[config.mk]
export PLATFORM = sky130hd
export DESIGN_NAME = dual_signed_multiplier
export DESIGN_NICKNAME = d
export VERILOG_FILES = /design/src/rtl/dual_signed_multiplier.sv
export SDC_FILE = /design/constraint.sdc
export NUM_CORES = 2
export LEC_CHECK = 0
export ABC_AREA = 1
export ABC_CLOCK_PERIOD_IN_PS = 18350
export CORE_MARGIN = 2
export CORE_UTILIZATION = 55
export CTS_CLUSTER_DIAMETER = 100
export CTS_CLUSTER_SIZE = 16
export DETAILED_ROUTE_END_ITERATION = 8
export PLACE_DENSITY = 0.73
export SLEW_MARGIN = 20
export SYNTH_ARGS = -nofsm -noshare
export SYNTH_HDL_FRONTEND = slang
export SYNTH_SLANG_ARGS = --single-unit
[constraint.sdc]
create_clock -name clk -period 18.35 [get_ports clk]
set_clock_uncertainty 0.15 [all_clocks]
set_input_delay 2.7525 -clock clk [delete_from_list [all_inputs] [get_ports clk]]
set_output_delay 2.7525 -clock clk [all_outputs]
set_load 0.01 [all_outputs]
[src/rtl/dual_signed_multiplier.sv]
// ---------------------------------------------------------------------------
// dual_signed_multiplier
//
// Signed W x W -> 2W multiplier with two independent datapaths that share the
// operands a and b. The combinational path forms W signed partial products
// and reduces them with a pairwise (log-depth) adder tree. The sequential
// path is a radix-2 shift-add engine with a start/done handshake. Both paths
// produce the exact two's-complement product, so their results always match.
//
// Ports:
//   clk          rising-edge clock, sequential path only
//   rst          asynchronous active-high reset, sequential path only
//   start        request a sequential multiply (sampled on clk rising edge)
//   a            signed multiplicand, shared by both paths
//   b            signed multiplier, shared by both paths
//   seq_product  registered signed result of the sequential path
//   done         level: seq_product holds the result of the last request
//   tree_product combinational signed result of the adder tree
// ---------------------------------------------------------------------------
module dual_signed_multiplier #(
   parameter int W = 32
) (
   input  logic           clk,
   input  logic           rst,
   input  logic           start,
   input  logic [W-1:0]   a,
   input  logic [W-1:0]   b,
   output logic [2*W-1:0] seq_product,
   output logic           done,
   output logic [2*W-1:0] tree_product
);

   // Tree geometry: partial products are padded with zeros up to a power of
   // two so every level halves cleanly.
   localparam int LEVELS = (W > 1) ? $clog2(W) : 1;
   localparam int NP     = 1 << LEVELS;

   // Iteration counter must hold the value W itself.
   localparam int CW = $clog2(W + 1);

   typedef enum logic [1:0] {
      IDLE = 2'd0,
      BUSY = 2'd1,
      DONE = 2'd2
   } state_t;

   // ------------------------------------------------------------------------
   // Combinational path
   // ------------------------------------------------------------------------

   logic [2*W-1:0] a_ext;

   // The multiplicand is sign-extended once to the full result width; all
   // tree arithmetic is then modulo 2^(2W), which is exact because the true
   // product always fits in 2W signed bits.
   assign a_ext = {{W{a[W-1]}}, a};

   // Partial product i is a * b[i] * 2^i. Bit W-1 of b carries weight
   // -2^(W-1), so its partial product is negated instead of added. This
   // keeps the (-2^(W-1))^2 case positive: -(-2^(2W-2)) = +2^(2W-2).
   genvar i;
   generate
      for (i = 0; i < NP; i++) begin : g_pp
         logic [2*W-1:0] pp;
         if (i < W - 1) begin : g_pos
            assign pp = b[i] ? (a_ext << i) : '0;
         end else if (i == W - 1) begin : g_neg
            assign pp = b[i] ? ('0 - (a_ext << i)) : '0;
         end else begin : g_pad
            assign pp = '0;
         end
      end
   endgenerate

   // Pairwise reduction: level 0 holds the partial products, each further
   // level sums adjacent pairs of the level below, and the single node of the
   // last level is the product. Depth is log2(NP) adders.
   genvar l, j;
   generate
      for (l = 0; l <= LEVELS; l++) begin : g_lvl
         logic [2*W-1:0] sum [NP >> l];
         for (j = 0; j < (NP >> l); j++) begin : g_node
            if (l == 0) begin : g_leaf
               assign sum[j] = g_pp[j].pp;
            end else begin : g_add
               assign sum[j] = g_lvl[l-1].sum[2*j] + g_lvl[l-1].sum[2*j+1];
            end
         end
      end
   endgenerate

   assign tree_product = g_lvl[LEVELS].sum[0];

   // ------------------------------------------------------------------------
   // Sequential path
   // ------------------------------------------------------------------------

   state_t         state;
   state_t         state_next;
   logic [2*W-1:0] mcand;
   logic [W-1:0]   mplier;
   logic [2*W-1:0] acc;
   logic [2*W-1:0] addend;
   logic [CW-1:0]  count;

   // State register. Reset abandons any operation in progress.
   always_ff @(posedge clk or posedge rst) begin
      if (rst) begin
         state <= IDLE;
      end else begin
         state <= state_next;
      end
   end

   // Next-state logic. BUSY runs W shift-add steps while the counter is
   // non-zero, then spends one more cycle committing the accumulator to
   // seq_product, which gives a start-to-done latency of W+1 edges. A start
   // seen in DONE restarts immediately, dropping done on the accepting edge;
   // a start seen in BUSY is ignored.
   always_comb begin
      state_next = state;
      case (state)
         IDLE: if (start) state_next = BUSY;
         BUSY: if (count == '0) state_next = DONE;
         DONE: if (start) state_next = BUSY;
         default: state_next = IDLE;
      endcase
   end

   // Term added to the accumulator this step. The final step (counter == 1)
   // sees the multiplier sign bit and therefore subtracts.
   always_comb begin
      addend = '0;
      if (mplier[0]) begin
         addend = (count == CW'(1)) ? ('0 - mcand) : mcand;
      end
   end

   // Datapath registers. Operands are captured on the accepting edge so later
   // changes on a/b cannot disturb the running operation. seq_product only
   // changes on the transition into DONE (or on reset), so it keeps the last
   // result throughout BUSY.
   always_ff @(posedge clk or posedge rst) begin
      if (rst) begin
         mcand       <= '0;
         mplier      <= '0;
         acc         <= '0;
         count       <= '0;
         seq_product <= '0;
      end else begin
         case (state)
            IDLE, DONE: begin
               if (start) begin
                  mcand  <= a_ext;
                  mplier <= b;
                  acc    <= '0;
                  count  <= CW'(W);
               end
            end
            BUSY: begin
               if (count != '0) begin
                  acc    <= acc + addend;
                  mcand  <= mcand << 1;
                  mplier <= mplier >> 1;
                  count  <= count - CW'(1);
               end else begin
                  seq_product <= acc;
               end
            end
            default: begin
               count <= '0;
            end
         endcase
      end
   end

   // done is decoded from the registered state, so it is a clean level.
   assign done = (state == DONE);

endmodule

==> reports/results.ini <==
[run_status]
status=completed

[sta]
hold_viol=0
maxSlewViolCount=0
relSlewSlack_pct=36.7
worst_pin_slew_ns=0.949
fin_hold_ws_ns=0.324
rsz0062_at_grt=false
fin_tns_setup_ns=0
max_freq_mhz=69.6
setup_violations=0
min_period_over_period_pct=78.3
min_period_ns=14.37

[route]
num_vias=44185
drtIter0Drc=3519
dr.pass1.iters=6
drt_wl_total_um=163000
drc=0
via_per_inst=5.46
avgRoutedWirePerCell_um=20.1
detail-route-antenna-nets=0

[synth]
synthesis.area_um2=52200
syn_area_per_cell_um2=7.60
yosysSeqAreaShare_pct=11.1
yosysUniqueCellTypes=51
async_reset_ff_share_pct=100
synth-edff-count=0
postSynthNetCount=8203
yosysWarnings=0
synth_cells=6867
ys_ff_latch=232
synth_flop_cell=dfrtp_1

[clock_tree]
cts_resized=0
htree_levels=1
cts_tree=done
cts_sinks=232
hold_buffers=0
clk_latency_ns=0.53
post-cts-setup-buffers=0
cts_max_path_buffers=3
cts_root_buffer=clkbuf_16
cts_made_buffers=18
clkSlewWorstSetupHoldPaths_ns=0.07

[hold_path]
min_path_cells=2
hold_end=seq_product[54]
holdCritStartpoint=seq_product[54]
holdCritPathClass=reg2reg

[placement]
io_buffers=195
hpwl_um=135000
place_congestion=1.02

[die]
coreArea_um2=94600
row_count=113
floorplan.io_pins=196
die_w_um=312
initial_core_util_pct=55.2
die-area_um2=97400
die_h_um=312

[worst_setup_path]
rrSetupSlack_ns=12.93
path_delay_family=adder cells
cp-end-kind=primary output
required_ns=15.45
cp-start-kind=input port
path_common_cell=fa_1
crit_type=in2out
r2r_cells=23
slowest_delay_ns=0.70
path_cells=clkdlybuf4s50_1 > buf_4 > nand2_1 > inv_1 > fa_1 > inv_1 > fa_1 > fa_1 > inv_1 > fa_1 > fa_1 > fa_1 > fa_1 > fa_1 > ha_1 > nand2_1 > nor2_1 > nand2_1 > nor3_1 > nand3_1 > nand3_1 > a21oi_1 > xnor2_1 > clkdlybuf4s50_1
cp_max_fo=34
r2r-end=acc[61]
crit_cells=24
r2r_start=mcand[0]
crit_path_top_delay_cell=fa_1
worstPathArrival_ns=11.47
worstPathBufferInverterCount=6

[cells_and_area]
antenna_cells=0
layout-drive-gt1-share_pct=2.15
nNetsFinal=8160
fillers=8813
final-seq-area_um2=5810
syn2layout_area_growth_pct=6.51
multiInputGateArea_um2=39000

[global_routing]
antenna_found_initial=2
grt_pass1_vias=46265
overflow=0
grt_pass1_wl_um=262000
gr-usage-met3_pct=5.67
grt_use_met1_pct=46.1
busiest_layer=met2
use_met2_pct=57.7
grt_max_degree=142
grt_usage_pct=34.5

[flow_run]
cap_violations=0

-- cell usage in the layout, fill, tap and decap left out, types with 3 or more instances in the layout --
cell type,n
nand2_1,1785
inv_1,1632
fa_1,1050
nor2_1,427
o21ai_0,326
a21oi_1,262
dfrtp_1,232
ha_1,219
clkdlybuf4s50_1,195
nand3_1,139
buf_4,75
o211ai_1,70
nor3_1,57
xor2_1,55
nand4_1,42
o221ai_1,35
o22ai_1,21
xnor2_1,20
a31oi_1,19
clkbuf_16,19
o21bai_1,16
o21ai_1,12
a21o_1,12
nor4_1,11
o21a_1,10
nor2_2,9
inv_2,8
nand3b_1,8
nand2_2,7
and3_1,7
nor2_4,6
a21boi_0,5
clkinv_1,4
nand3_2,3
or2_2,3
-- worst max path at each step --
stage | startpoint | endpoint | slack [ns]
2_1_floorplan | a[31] | tree_product[63] | 6.22
3_3_place_gp | a[31] | tree_product[44] | 4.03
3_5_place_dp | a[31] | tree_product[52] | 4.03
4_1_cts | a[31] | tree_product[52] | 3.96
5_1_grt | a[31] | tree_product[52] | 3.73
6_report | a[31] | tree_product[52] | 3.98
-- logic make-up after synthesis --
family / Yosys count / share of synthesized area (%)
AND/OR/NAND/NOR: 2515 / 19.2
buffers and inverters: 1979 / 14.3
adder cells (fa/ha/maj): 1269 / 45.5
AO/OA/AOI/OAI: 797 / 8.62
flip-flops: 232 / 11.1
XOR/XNOR: 75 / 1.26
-- final cells by class --
class                      count  area share [%]
inverter                    1645            11.1
clock inverter                 1          0.0540
timing repair buffer         271            4.56
tap                         1265            2.85
clock buffer                  21           0.905
sequential                   232            10.4
multi-input combinational   4656            70.1
-- state kept, by name, summed over array words and instances (netlist names) --
signal and flops:
seq_product 64, mcand 64, acc 64, count 6, state 2, mplier 32
-- cell usage after synthesis, types with 16 or more instances --
library cell     n  share of area, %
nand4_1         42              0.50
o21bai_1        16              0.23
a21oi_1        262               2.5
o21ai_0        326               3.1
buf_1           40              0.29
buf_2           19              0.18
ha_1           219               5.2
o22ai_1         21              0.25
clkbuf_1       275               2.0
nand2_1       1787                13
xor2_1          55              0.92
inv_1         1635                12
o211ai_1        70               1.0
fa_1          1050                40
dfrtp_1        232                11
nand3_1        139               1.3
o221ai_1        35              0.59
xnor2_1         20              0.34
a31oi_1         19              0.23
nor2_1         428               3.1
nor3_1          57              0.55
-- through the flow --
| stage | cell area, um2 | cells | setup slack (ns) | util (%) |
|---|---|---|---|---|
| final | 55600 | 8091 | 3.98 | 58.8 |
| after global routing | 55600 | 8091 | 3.73 | 58.8 |
| after CTS | 55600 | 8091 | 3.96 | 58.8 |
| after detailed placement | 55100 | 8069 | 4.03 | 58.2 |
| after global placement | 55100 | 8069 | 4.03 | 58.2 |
| after floorplan | 52200 | 6867 | 6.22 | - |
-- worst reg2reg max path: cells and delay by family (launching register included) --
kind	cells	cell delay, ns
simple gates	14	2.65
fa+ha+maj	2	0.83
compound gates	4	0.82
buf+inv	3	0.51
flops	1	0.39
-- layer usage --
metal	part of all wire (%)	vias to the layer above
met5	0.012	-
met4	3.7	2
met3	7.6	310
met2	48	1758
met1	41	21926
li1	-	20189
Power is not shown: default switching activity piles up to over one toggle a cycle in this logic, so the estimate is an artifact.
